$ cat config.mk
export PLATFORM = sky130hd
export DESIGN_NAME = multdiv_seq
export DESIGN_NICKNAME = d
export VERILOG_FILES = /design/src/rtl/multdiv_seq.sv
export SDC_FILE = /design/constraint.sdc
export NUM_CORES = 1
export LEC_CHECK = 0
export ABC_AREA = 1
export BUFFER_PORTS_ARGS = -buffer_cell sky130_fd_sc_hd__buf_2
export CAP_MARGIN = 20
export CORE_UTILIZATION = 42
export CTS_CLUSTER_DIAMETER = 30
export DETAILED_ROUTE_END_ITERATION = 8
export HOLD_SLACK_MARGIN = 0.05
export MAX_ROUTING_LAYER = met4
export PLACE_DENSITY_LB_ADDON = 0.3
export SLEW_MARGIN = 20
export SYNTH_ARGS = -nofsm -noshare
export SYNTH_HDL_FRONTEND = slang
export SYNTH_SLANG_ARGS = --single-unit
$ cat constraint.sdc
create_clock -name clock -period 5.5 [get_ports clock]
set_clock_uncertainty 0.2 [all_clocks]
set_input_delay 1.1 -clock clock [delete_from_list [all_inputs] [get_ports clock]]
set_output_delay 1.1 -clock clock [all_outputs]
set_load 0.03 [all_outputs]
$ cat src/rtl/multdiv_seq.sv
// Sequential WIDTH-bit signed/unsigned multiply (radix-2 shift-add) and divide (non-restoring).
// Define MULTDIV_SEQ_FAST_EXC_EN to finish divide-by-zero and signed MIN/-1 one cycle after start.
module multdiv_seq #(
  parameter int WIDTH = 32
) (
  input  logic             clock,
  input  logic             reset,
  input  logic [WIDTH-1:0] data_operandA,
  input  logic [WIDTH-1:0] data_operandB,
  input  logic             ctrl_MULT,
  input  logic             ctrl_DIV,
  input  logic             ctrl_signed,
  output logic [WIDTH-1:0] data_result,
  output logic [WIDTH-1:0] data_result_hi,
  output logic             data_exception,
  output logic             data_resultRDY,
  output logic             busy
);
  localparam int CW = $clog2(WIDTH + 1);
  localparam logic [WIDTH-1:0] MIN_VAL = {1'b1, {(WIDTH-1){1'b0}}};

  typedef enum logic [1:0] {IDLE, RUN, DONE} state_t;
  state_t state, state_next;

  logic             start;
  logic             a_neg_in, b_neg_in, div_zero_in, div_ovf_in, fast_exc;
  logic [WIDTH-1:0] a_mag_in, b_mag_in;

  logic [CW-1:0]    cnt;
  logic             op_div, sgn_q, neg_a, neg_b, div_zero, div_ovf;
  logic [WIDTH+1:0] hi_q;    // partial product high half, or signed partial remainder
  logic [WIDTH-1:0] lo_q;    // multiplier shifting out / dividend out and quotient in
  logic [WIDTH-1:0] opnd_q;  // multiplicand or divisor magnitude

  logic [WIDTH:0]     add_sum;
  logic [WIDTH+1:0]   rem_shift, hi_step;
  logic [WIDTH-1:0]   lo_step;
  logic               load_out, res_exc;
  logic [WIDTH-1:0]   res_lo, res_hi, rem_mag;
  logic [2*WIDTH-1:0] prod_mag, prod;

  assign start = ctrl_MULT ^ ctrl_DIV;
  assign busy  = (state != IDLE);

  always_comb begin
    a_neg_in    = ctrl_signed & data_operandA[WIDTH-1];
    b_neg_in    = ctrl_signed & data_operandB[WIDTH-1];
    a_mag_in    = a_neg_in ? -data_operandA : data_operandA;
    b_mag_in    = b_neg_in ? -data_operandB : data_operandB;
    div_zero_in = (data_operandB == '0);
    div_ovf_in  = ctrl_signed && (data_operandA == MIN_VAL) && (data_operandB == '1);
  end

`ifdef MULTDIV_SEQ_FAST_EXC_EN
  assign fast_exc = ctrl_DIV & (div_zero_in | div_ovf_in);
`else
  assign fast_exc = 1'b0;
`endif

  // NOTE: sequential state uses non-blocking assignments so every flop samples pre-edge values.
  always_ff @(posedge clock) begin
    if (reset) state <= IDLE;
    else       state <= state_next;
  end

  // NOTE: every always_comb output gets a default first so no path can infer a latch.
  always_comb begin
    state_next = state;
    if (start) begin
      state_next = fast_exc ? DONE : RUN;
    end else begin
      case (state)
        RUN:     if (cnt == CW'(1)) state_next = DONE;
        DONE:    state_next = IDLE;
        default: state_next = state;
      endcase
    end
  end

  // One iteration: shift-add for multiply, shift then add/subtract by remainder sign for divide.
  always_comb begin
    add_sum   = {1'b0, hi_q[WIDTH-1:0]} + (lo_q[0] ? {1'b0, opnd_q} : '0);
    rem_shift = {hi_q[WIDTH:0], lo_q[WIDTH-1]};
    hi_step   = '0;
    lo_step   = '0;
    if (op_div) begin
      hi_step = hi_q[WIDTH+1] ? rem_shift + {2'b00, opnd_q} : rem_shift - {2'b00, opnd_q};
      lo_step = {lo_q[WIDTH-2:0], ~hi_step[WIDTH+1]};
    end else begin
      hi_step = {2'b00, add_sum[WIDTH:1]};
      lo_step = {add_sum[0], lo_q[WIDTH-1:1]};
    end
  end

  // Completion values: remainder correction, sign fix-up and exceptions.
  always_comb begin
    load_out = (state == DONE) && !start;
    prod_mag = {hi_q[WIDTH-1:0], lo_q};
    prod     = (neg_a ^ neg_b) ? -prod_mag : prod_mag;
    rem_mag  = hi_q[WIDTH+1] ? hi_q[WIDTH-1:0] + opnd_q : hi_q[WIDTH-1:0];
    res_lo   = '0;
    res_hi   = '0;
    res_exc  = 1'b0;
    if (!op_div) begin
      res_lo  = prod[WIDTH-1:0];
      res_hi  = prod[2*WIDTH-1:WIDTH];
      res_exc = sgn_q ? (res_hi != {WIDTH{res_lo[WIDTH-1]}}) : (res_hi != '0);
    end else if (div_zero) begin
      res_exc = 1'b1;
    end else if (div_ovf) begin
      res_lo  = MIN_VAL;
      res_exc = 1'b1;
    end else begin
      res_lo = (neg_a ^ neg_b) ? -lo_q : lo_q;
      res_hi = neg_a ? -rem_mag : rem_mag;
    end
  end

  always_ff @(posedge clock) begin
    if (reset) begin
      cnt            <= '0;
      op_div         <= 1'b0;
      sgn_q          <= 1'b0;
      neg_a          <= 1'b0;
      neg_b          <= 1'b0;
      div_zero       <= 1'b0;
      div_ovf        <= 1'b0;
      hi_q           <= '0;
      lo_q           <= '0;
      opnd_q         <= '0;
      data_result    <= '0;
      data_result_hi <= '0;
      data_exception <= 1'b0;
      data_resultRDY <= 1'b0;
    end else begin
      data_resultRDY <= load_out;
      if (start) begin
        cnt      <= CW'(WIDTH);
        op_div   <= ctrl_DIV;
        sgn_q    <= ctrl_signed;
        neg_a    <= a_neg_in;
        neg_b    <= b_neg_in;
        div_zero <= ctrl_DIV & div_zero_in;
        div_ovf  <= ctrl_DIV & div_ovf_in;
        hi_q     <= '0;
        lo_q     <= ctrl_DIV ? a_mag_in : b_mag_in;
        opnd_q   <= ctrl_DIV ? b_mag_in : a_mag_in;
      end else if (state == RUN) begin
        cnt  <= cnt - CW'(1);
        hi_q <= hi_step;
        lo_q <= lo_step;
      end
      if (load_out) begin
        data_result    <= res_lo;
        data_result_hi <= res_hi;
        data_exception <= res_exc;
      end
    end
  end
endmodule

==> run summary, run 1 <==
The run finished with clean final reports. The start-to-end type of the worst setup path is reg2reg. The most frequent cell on the critical path is nand4_1. Traced cell by cell, the critical path runs through inv_1 -> ha_1 -> nand2_1 -> nor2_1 -> nand2_1 -> nor3_2 -> nand4_1 -> nor2_2 -> nand4_1 -> o31ai_4 -> o21ai_2 -> nor2_2 -> xnor2_1 -> ha_1 -> a21oi_1 -> o21ai_0 -> a221oi_1 -> nand4_1 -> o21ai_0 -> o211ai_1 -> a31oi_1.

The number of global-route vias before repair came out at 22805. Across all layers, the routed design uses 25229 vias. The final layout contains routed wiring with a total length of 88110 µm. The number of post-CTS setup repair buffers is 0.

The effective utilization at floorplan came out at around 43%. The number of max-cap violations is 0. The Yosys step of the flow raised 0 warnings. The die outline area is 0.05102 mm². The class of the tightest hold or removal check is reg2reg.

The async set-reset flop share out of synthesis is 0%. The largest total area in the synthesized netlist belongs to nand2_1. The library cells used most frequently in the layout, excluding fill and tap cells, are 1092 x nand2_1, 492 x inv_1, 389 x nor2_1.

The number of top-level pins came out at 136. Input and output buffers added on the ports amount to roughly 140. In the final layout, flip-flops and latches occupy 0.003566 mm². The maximum single-stage delay on the critical path came out at around 370 ps. The clock network fraction of total power came out at 25.1%. The internal power of the cells totals 0.002710 W.

The worst relative slew slack came out at 30.65%. The worst hold slack came out at between 200 and 300 ps. The post-synthesis to final-layout area growth came out at 8.797%. The per-instance average area after synthesis is 5.606 µm².

Leaving out fill and tap cells, the most frequent cell in the layout is nand2_1. Setup repair after global routing left no endpoint under its margin. The worst-case vdd ir drop is 183.3 µV. The number of standard-cell rows in the floorplan came out at 81. The power per standard cell area is ~230 mW/mm². TritonCTS built the clock tree.

The fraction of power spent switching nets came out at 48.44%. The chip width is 225.9 µm. The number of nets in the layout came out at 3993.

The number of fill cells in the layout is 5510. The number of antenna-violating nets in the routed design came out at 0. The post-cts hold buffer count is 0.

The aggregate global routing overflow is 0. The total cell area at the placement stage is about 0.022 mm². The cell count after synthesis came out at 3755. The final critical-path required period is 4400 ps.

After synthesis, the cell types taking the most area are nand2_1 19%, dfxtp_1 17%, inv_1 8.8%. The post-cts sizing count is 0. The clock insertion delay at the later pin of the skew report is about 510 ps. In this run the critical register-to-register path is launched from opnd_q[1]$_SDFFE_PP0N_.

The final count of hold timing violations was 0. Dividing the detail-routed wire length by the instance count gives about 20 µm. After detailed routing, the number of remaining DRC violations is 0. The critical path startpoint is opnd_q[1]$_SDFFE_PP0N_. The multi-input combinational cell area came out at 0.01506 mm². Setup violations remaining at the end of the flow were counted as 0. The via-per-instance ratio is 5.614. The detailed-placement wirelength estimate came out at roughly 70000 µm. For the worst setup path, the data required time is 5730 ps. The final count of pins violating max slew came to 0. The number of search-and-repair iterations in the first detailed-routing pass is 6. The net switching power of the design came out at 0.002546 W. For this run, the register share of the synthesized area comes to 16.93%.

The global-route usage over all layers is ~35%. CTS saw approximately 180 sinks. In this run the deepest clock path goes through 2 buffers. The data arrival time at the worst-slack endpoint came out at approximately 4600 ps. The transition time of the tightest slew-check pin came out at 1039 ps. The peak fanout along the critical path came out at 5. The synthesized cell area is 0.02105 mm².

The startpoint identified for the worst hold timing path is data_result[21]$_SDFFE_PP0P_. The first global-routing pass estimated ~130000 µm of wire. The startpoint type of the worst setup path is a flop. The worst reg-to-reg setup slack is 1100 ps.

Entering global routing, the biggest net connects 60 pins. The number of flops mapped to enable cells by yosys came out at 0. In the synthesized netlist the dominant register cell turns out to be dfxtp_1. The ratio of cells with drive above 1 in the final layout is 7.650%. The register share of total power came out at 29.5%.

The part of the power in combinational logic came out at a little under half. The sum of negative setup slack is 0 ps. The unique cell type count in the Yosys netlist is 60.

The synthesized net count came out at 3931. The flip-flop and latch count after synthesis is 178. The die height came out at roughly 230 µm. The final weighted congestion in routability-driven placement came out at approximately 1.1. The initial antenna violation count is 1. Of the available clock period, the critical path in the final layout requires 79.99%. The cell with the largest stage delay on the worst path is ha_1. The initial detailed-routing violation count is 2655. The clock tree root driver cell is clkbuf_16.

The number of antenna diodes in the final layout is 0. The CTS buffer count came out at 17. The post-CTS clock slew at the launch and capture registers of the worst setup and hold paths is 90 ps.

Of the post-synthesis cell area, the dominant cell type holds 19.49%. After floorplanning, the core was sized to cover 0.04915 mm². STA classifies the critical path endpoint as a flop.

The total non-filler cell area in the finished layout came out at 0.02290 mm². The peak clock frequency supported by timing is approximately 0.23 GHz. The H-tree level count came out at 4. The static leakage came out at 11.76 nW.
==> critical path, delay by kind of cell, from the launching register on <==
| kind | cells | cell delay (ps) |
|---|---|---|
| AO/OA/AOI/OAI | 8 | 1630 |
| AND/OR/NAND/NOR | 9 | 1390 |
| adder cells (fa/ha/maj) | 2 | 540 |
| flip-flops | 1 | 360 |
| buffers and inverters | 1 | 120 |
| XOR/XNOR | 1 | 70 |
==> cells by family (layout without fill, tap and decap cells) <==
family,after synthesis,in the layout,synth area share [%]
xor gates and xnor gates,114,114,4.779
AOI/OAI and AO/OA,731,731,19.92
and+or+nand+nor,1992,1992,40.20
adders and majority gates,107,107,6.467
buffers and inverters,633,708,11.70
DFF,178,178,16.93
==> synth_stat cells, types with 4 or more instances <==
master,number
xor2_1,86
a211oi_1,9
o221ai_1,20
a31oi_1,53
o2111ai_1,4
xnor2_1,27
o21ai_2,4
inv_1,492
buf_1,19
nand3b_1,16
o21bai_1,17
nor4_1,18
a21o_1,11
nand3_1,306
nand2_2,11
nor2_4,8
o21ai_0,250
a21boi_0,5
nand4_1,58
o21a_1,6
buf_6,4
a221oi_1,7
buf_4,6
inv_2,14
nor2_1,392
o31ai_1,5
o211ai_1,51
nand2_1,1093
o21ai_1,6
or2_2,9
a21oi_1,266
ha_1,104
nor3_1,37
buf_2,24
a22oi_1,7
nand3_2,7
dfxtp_1,178
clkinv_1,4
clkbuf_1,68
nor2_2,21
==> per-layer routing <==
layer / vias to the layer above / track usage (%) / share of wire [%]
li1: 12449 / - / -
met1: 11344 / 45.67 / 43
met2: 1208 / 52.60 / 43
met3: 228 / 5.464 / 8.7
met4: 0 / 19.75 / 5.7
met5: - / - / 0
==> per-stage QoR <==
step | cells | setup WS, ps | utilization, % | total power, W
2_1_floorplan | 3755 | 1651 | - | 0.003196
3_3_place_gp | 4462 | 1192 | 45.32 | 0.003895
3_5_place_dp | 4462 | 1108 | 45.32 | 0.003886
4_1_cts | 4494 | 1078 | 46.59 | 0.005198
5_1_grt | 4494 | 468.7 | 46.59 | 0.005570
6_report | 4494 | 1101 | 46.59 | 0.005256
==> sequential cells by signal (all words and copies together) (netlist names) <==
signal          flops
cnt                 6
data_exception      1
data_result        32
data_resultRDY      1
data_result_hi     32
div_ovf             1
div_zero            1
hi_q               34
lo_q               32
neg_a               1
neg_b               1
op_div              1
opnd_q             32
sgn_q               1
state               2
==> path summary, 6_finish.rpt <==
| path | to | depth (start not counted) |
|---|---|---|
| max | lo_q[0]$_SDFFE_PP0P_ | 21 |
| min | data_result[21]$_SDFFE_PP0P_ | 2 |
| max reg2reg | lo_q[0]$_SDFFE_PP0P_ | 21 |
| min reg2reg | data_result[21]$_SDFFE_PP0P_ | 2 |
==> power groups by stage <==
stage / Combinational, W / Sequential [W] / Clock (W)
2_1_floorplan: 0.00173 / 0.00146 / 0
3_3_place_gp: 0.00233 / 0.00157 / 0
3_5_place_dp: 0.00232 / 0.00157 / 0
4_1_cts: 0.00233 / 0.00154 / 0.00133
5_1_grt: 0.00265 / 0.00155 / 0.00137
6_report: 0.00239 / 0.00155 / 0.00132
==> area by class of cell <==
type	instances	area share, %
Multi-Input combinational cell	2944	65.76
Sequential cell	178	15.57
Inverter	512	8.413
Timing Repair Buffer	164	3.901
Tap cell	664	3.628
Clock buffer	17	1.858
Clock inverter	15	0.8741
(Power assumes the default switching activity.)
==> run 2: changes to the inputs <==
==> constraint.sdc (replaced) <==
create_clock -name clock -period 4 [get_ports clock]
set_clock_uncertainty 0.2 [all_clocks]
set_input_delay 0.8 -clock clock [delete_from_list [all_inputs] [get_ports clock]]
set_output_delay 0.8 -clock clock [all_outputs]
set_load 0.03 [all_outputs]
==> run summary, run 2 (synthesis results as in run 1) <==
The first-pass GRT wire length came out at 135900 µm (+2.2%). The via-per-instance ratio is 5.596 (-0.32%). The worst relative slew slack is 37.39% (+6.7 points). The peak clock frequency supported by timing is 0.2564 GHz (+13%). The maximum number of buffers from clock root to sink is 2 (unchanged). In this run the worst hold path is classified as reg2reg. The H-tree level count came out at 4 (unchanged). The power after layout came out at 0.007543 W (+44%). The flip-flop count of the largest register, all copies and words added is 34 (unchanged). The initial antenna violation count is 1 (unchanged). The final weighted congestion in routability-driven placement is 1.086 (+2.6%).

The wire length per cell is 19.73 µm (+0.61%). The total non-filler cell area in the finished layout came out at 0.02396 mm² (+4.6%). The final antenna diode count is 0 (unchanged). The final count of hold timing violations came out at 0 (unchanged). The number of stages on the worst hold path came out at 2 (unchanged). The path with the worst hold slack has its endpoint at data_result[8]$_SDFFE_PP0P_. The final critical-path required period was 3901 ps (-498.9 ps).

CTS placed an instance of clkbuf_16 at the clock tree root. The register with the highest flop count is hi_q. The number of sinks driven by the clock tree came out at 178 (unchanged).

Setup repair after global routing could not meet its margin everywhere. The detailed-placement wirelength estimate is 72290 µm (+3.2%). The aggregate global routing overflow came out at 0 (unchanged).

The library cells used most frequently in the layout, excluding fill and tap cells, are 1083 x nand2_1, 488 x inv_1, 381 x nor2_1. The worst-case vdd ir drop is 254.9 µV (+39%). Leaving out fill and tap cells, the most frequent cell in the layout is nand2_1.

The sum of negative setup slack is 0 ps (unchanged). The worst endpoint required time is 4190 ps (-1540 ps). The worst reg-to-reg setup slack was 100 ps (-1000 ps). The die height is 225.9 µm (unchanged). The number of nets in the layout is 4092 (+2.5%). The ratio of final minimum period to clock period came to 97.52% (+18 points).

The clock insertion delay at the later pin of the skew report is 510 ps (about the same). The critical path is of the reg2reg type. The startpoint identified for the worst register-to-register timing path is opnd_q[5]$_SDFFE_PP0N_.

The endpoint identified for the worst register-to-register timing path is hi_q[32]$_SDFFE_PP0P_. The count of unresolved DRC violations after routing is 0 (unchanged). The transition time of the tightest slew-check pin is 939.2 ps (-99.68 ps).

The number of standard-cell rows in the floorplan was 81 (unchanged). The chip width is 225.9 µm (unchanged). The CTS tree is built. The worst setup path is captured at a flop. The power per standard cell area is 314.7 mW/mm² (+37%). The worst reg-to-reg path cell count is 21 (unchanged). The final count of pins violating max slew is 0 (unchanged). The flow ran to the end, and the final reports show no timing, DRC or antenna violations. The static leakage is 12.30 nW (+4.6%).

STA classifies the critical path startpoint as a flop. The global-route usage over all layers is 36.32% (+0.90 points). The number of buffers inserted by port buffering is 135 (unchanged). The initial detailed-routing violation count came out at 3154 (+19%). The die outline area is 0.05102 mm² (unchanged).

The number of max-cap violations came out at 0 (unchanged). The total cell area at the placement stage is 0.02294 mm² (+3.0%). The effective utilization at floorplan came out at 42.83% (unchanged). The post-CTS clock slew at the launch and capture registers of the worst setup and hold paths is 80 ps (about the same). The total via count in the routed design came out at 25702 (+1.9%). The number of global-route vias before repair came to 23141 (+1.5%). The final wirelength is 90600 µm (+2.8%). The area growth from synthesis to layout is 13.84%. The maximum number of pins on one net before global-route repair is 73 (+22%).

The number of top-level pins came out at 136 (unchanged). The number of antenna-violating nets in the routed design came out at 0 (unchanged). The peak fanout along the critical path came to 4 (-1).

The core footprint is 0.04915 mm² (unchanged). The ratio of cells with drive above 1 in the final layout was 11.30% (+3.7 points). The data arrival time at the worst-slack endpoint is 4090 ps (-540 ps). The startpoint identified for the worst hold timing path is data_result[8]$_SDFFE_PP0P_. The CTS buffer count is 17 (unchanged). The number of setup violations in the final report came out at 0 (unchanged).

The number of search-and-repair iterations in the first detailed-routing pass came out at 7 (+1).
==> run 2: repair_timing <==
| item | CTS | global route |
|---|---|---|
| buffers inserted | 0 | 15 |
| hold buffers | 0 | 0 |
| pin swaps | 0 | 39 |
| gates resized for setup | 4 | 79 |
| endpoints found under the setup margin | 3 | 15 |
==> run 2: worst max-delay path, cell delays in order (launching register included) <==
cell      delay, ps
dfxtp_1         320
nor2_1          160
inv_1            70
nor2_2          120
nand2_2         110
nor3_4          190
nand4_1         150
nor2_2          160
nand4_1         170
o31ai_4         290
o21ai_2         110
xor2_1          160
ha_1            410
nand2_2          80
nor2_1          150
inv_1           100
nor4_4          240
nand3_1         130
o21ai_2         200
a21oi_2          70
o211ai_1        110
a21oi_1          80
==> run 2: power by group <==
part	switching (W)	internal [W]
combinational	0.00249	0.00122
sequential	0.000190	0.00187
clock	0.000934	0.000846
==> run 2: through the flow <==
step / hold WS, ps / utilization [%] / setup WS [ps] / instances
after floorplan: 245.1 / - / 150.6 / 3755
after detailed placement: 255.8 / 46.67 / -35.27 / 4547
after global routing: 283.5 / 48.75 / -185.2 / 4593
after global placement: 252.1 / 46.67 / 34.12 / 4547
after CTS: 267.7 / 47.94 / 19.32 / 4579
final: 263.0 / 48.75 / 99.36 / 4593
==> run 2: final cells by class <==
| class | count | area, µm² |
|---|---|---|
| Fill cell | 5383 | 25190 |
| Tap cell | 664 | 830.8 |
| Clock inverter | 15 | 181.4 |
| Clock buffer | 17 | 425.4 |
| Multi-Input combinational cell | 2944 | 15360 |
| Timing Repair Buffer | 263 | 1673 |
| Inverter | 512 | 1929 |
| Sequential cell | 178 | 3568 |
==> run 2: layer usage <==
layer	part of all wire (%)	global-route usage [%]	vias up
met4	4.8	16.48	0
li1	-	-	12652
met5	0	-	-
met3	9.0	4.853	237
met1	42	47.32	11573
met2	44	55.59	1240
==> run 2: worst max-delay path by stage <==
stage / startpoint / endpoint / slack, ps / cells past startpoint
4_1_cts: opnd_q[0]$_SDFFE_PP0N_ / lo_q[0]$_SDFFE_PP0P_ / 20 / 21
6_report: opnd_q[5]$_SDFFE_PP0N_ / hi_q[32]$_SDFFE_PP0P_ / 100 / 21
2_1_floorplan: hi_q[33]$_SDFFE_PP0P_ / hi_q[22]$_SDFFE_PP0P_ / 150 / 25
3_5_place_dp: opnd_q[0]$_SDFFE_PP0N_ / hi_q[32]$_SDFFE_PP0P_ / -40 / 23
5_1_grt: opnd_q[1]$_SDFFE_PP0N_ / lo_q[0]$_SDFFE_PP0P_ / -190 / 25
3_3_place_gp: opnd_q[0]$_SDFFE_PP0N_ / hi_q[29]$_SDFFE_PP0P_ / 30 / 23
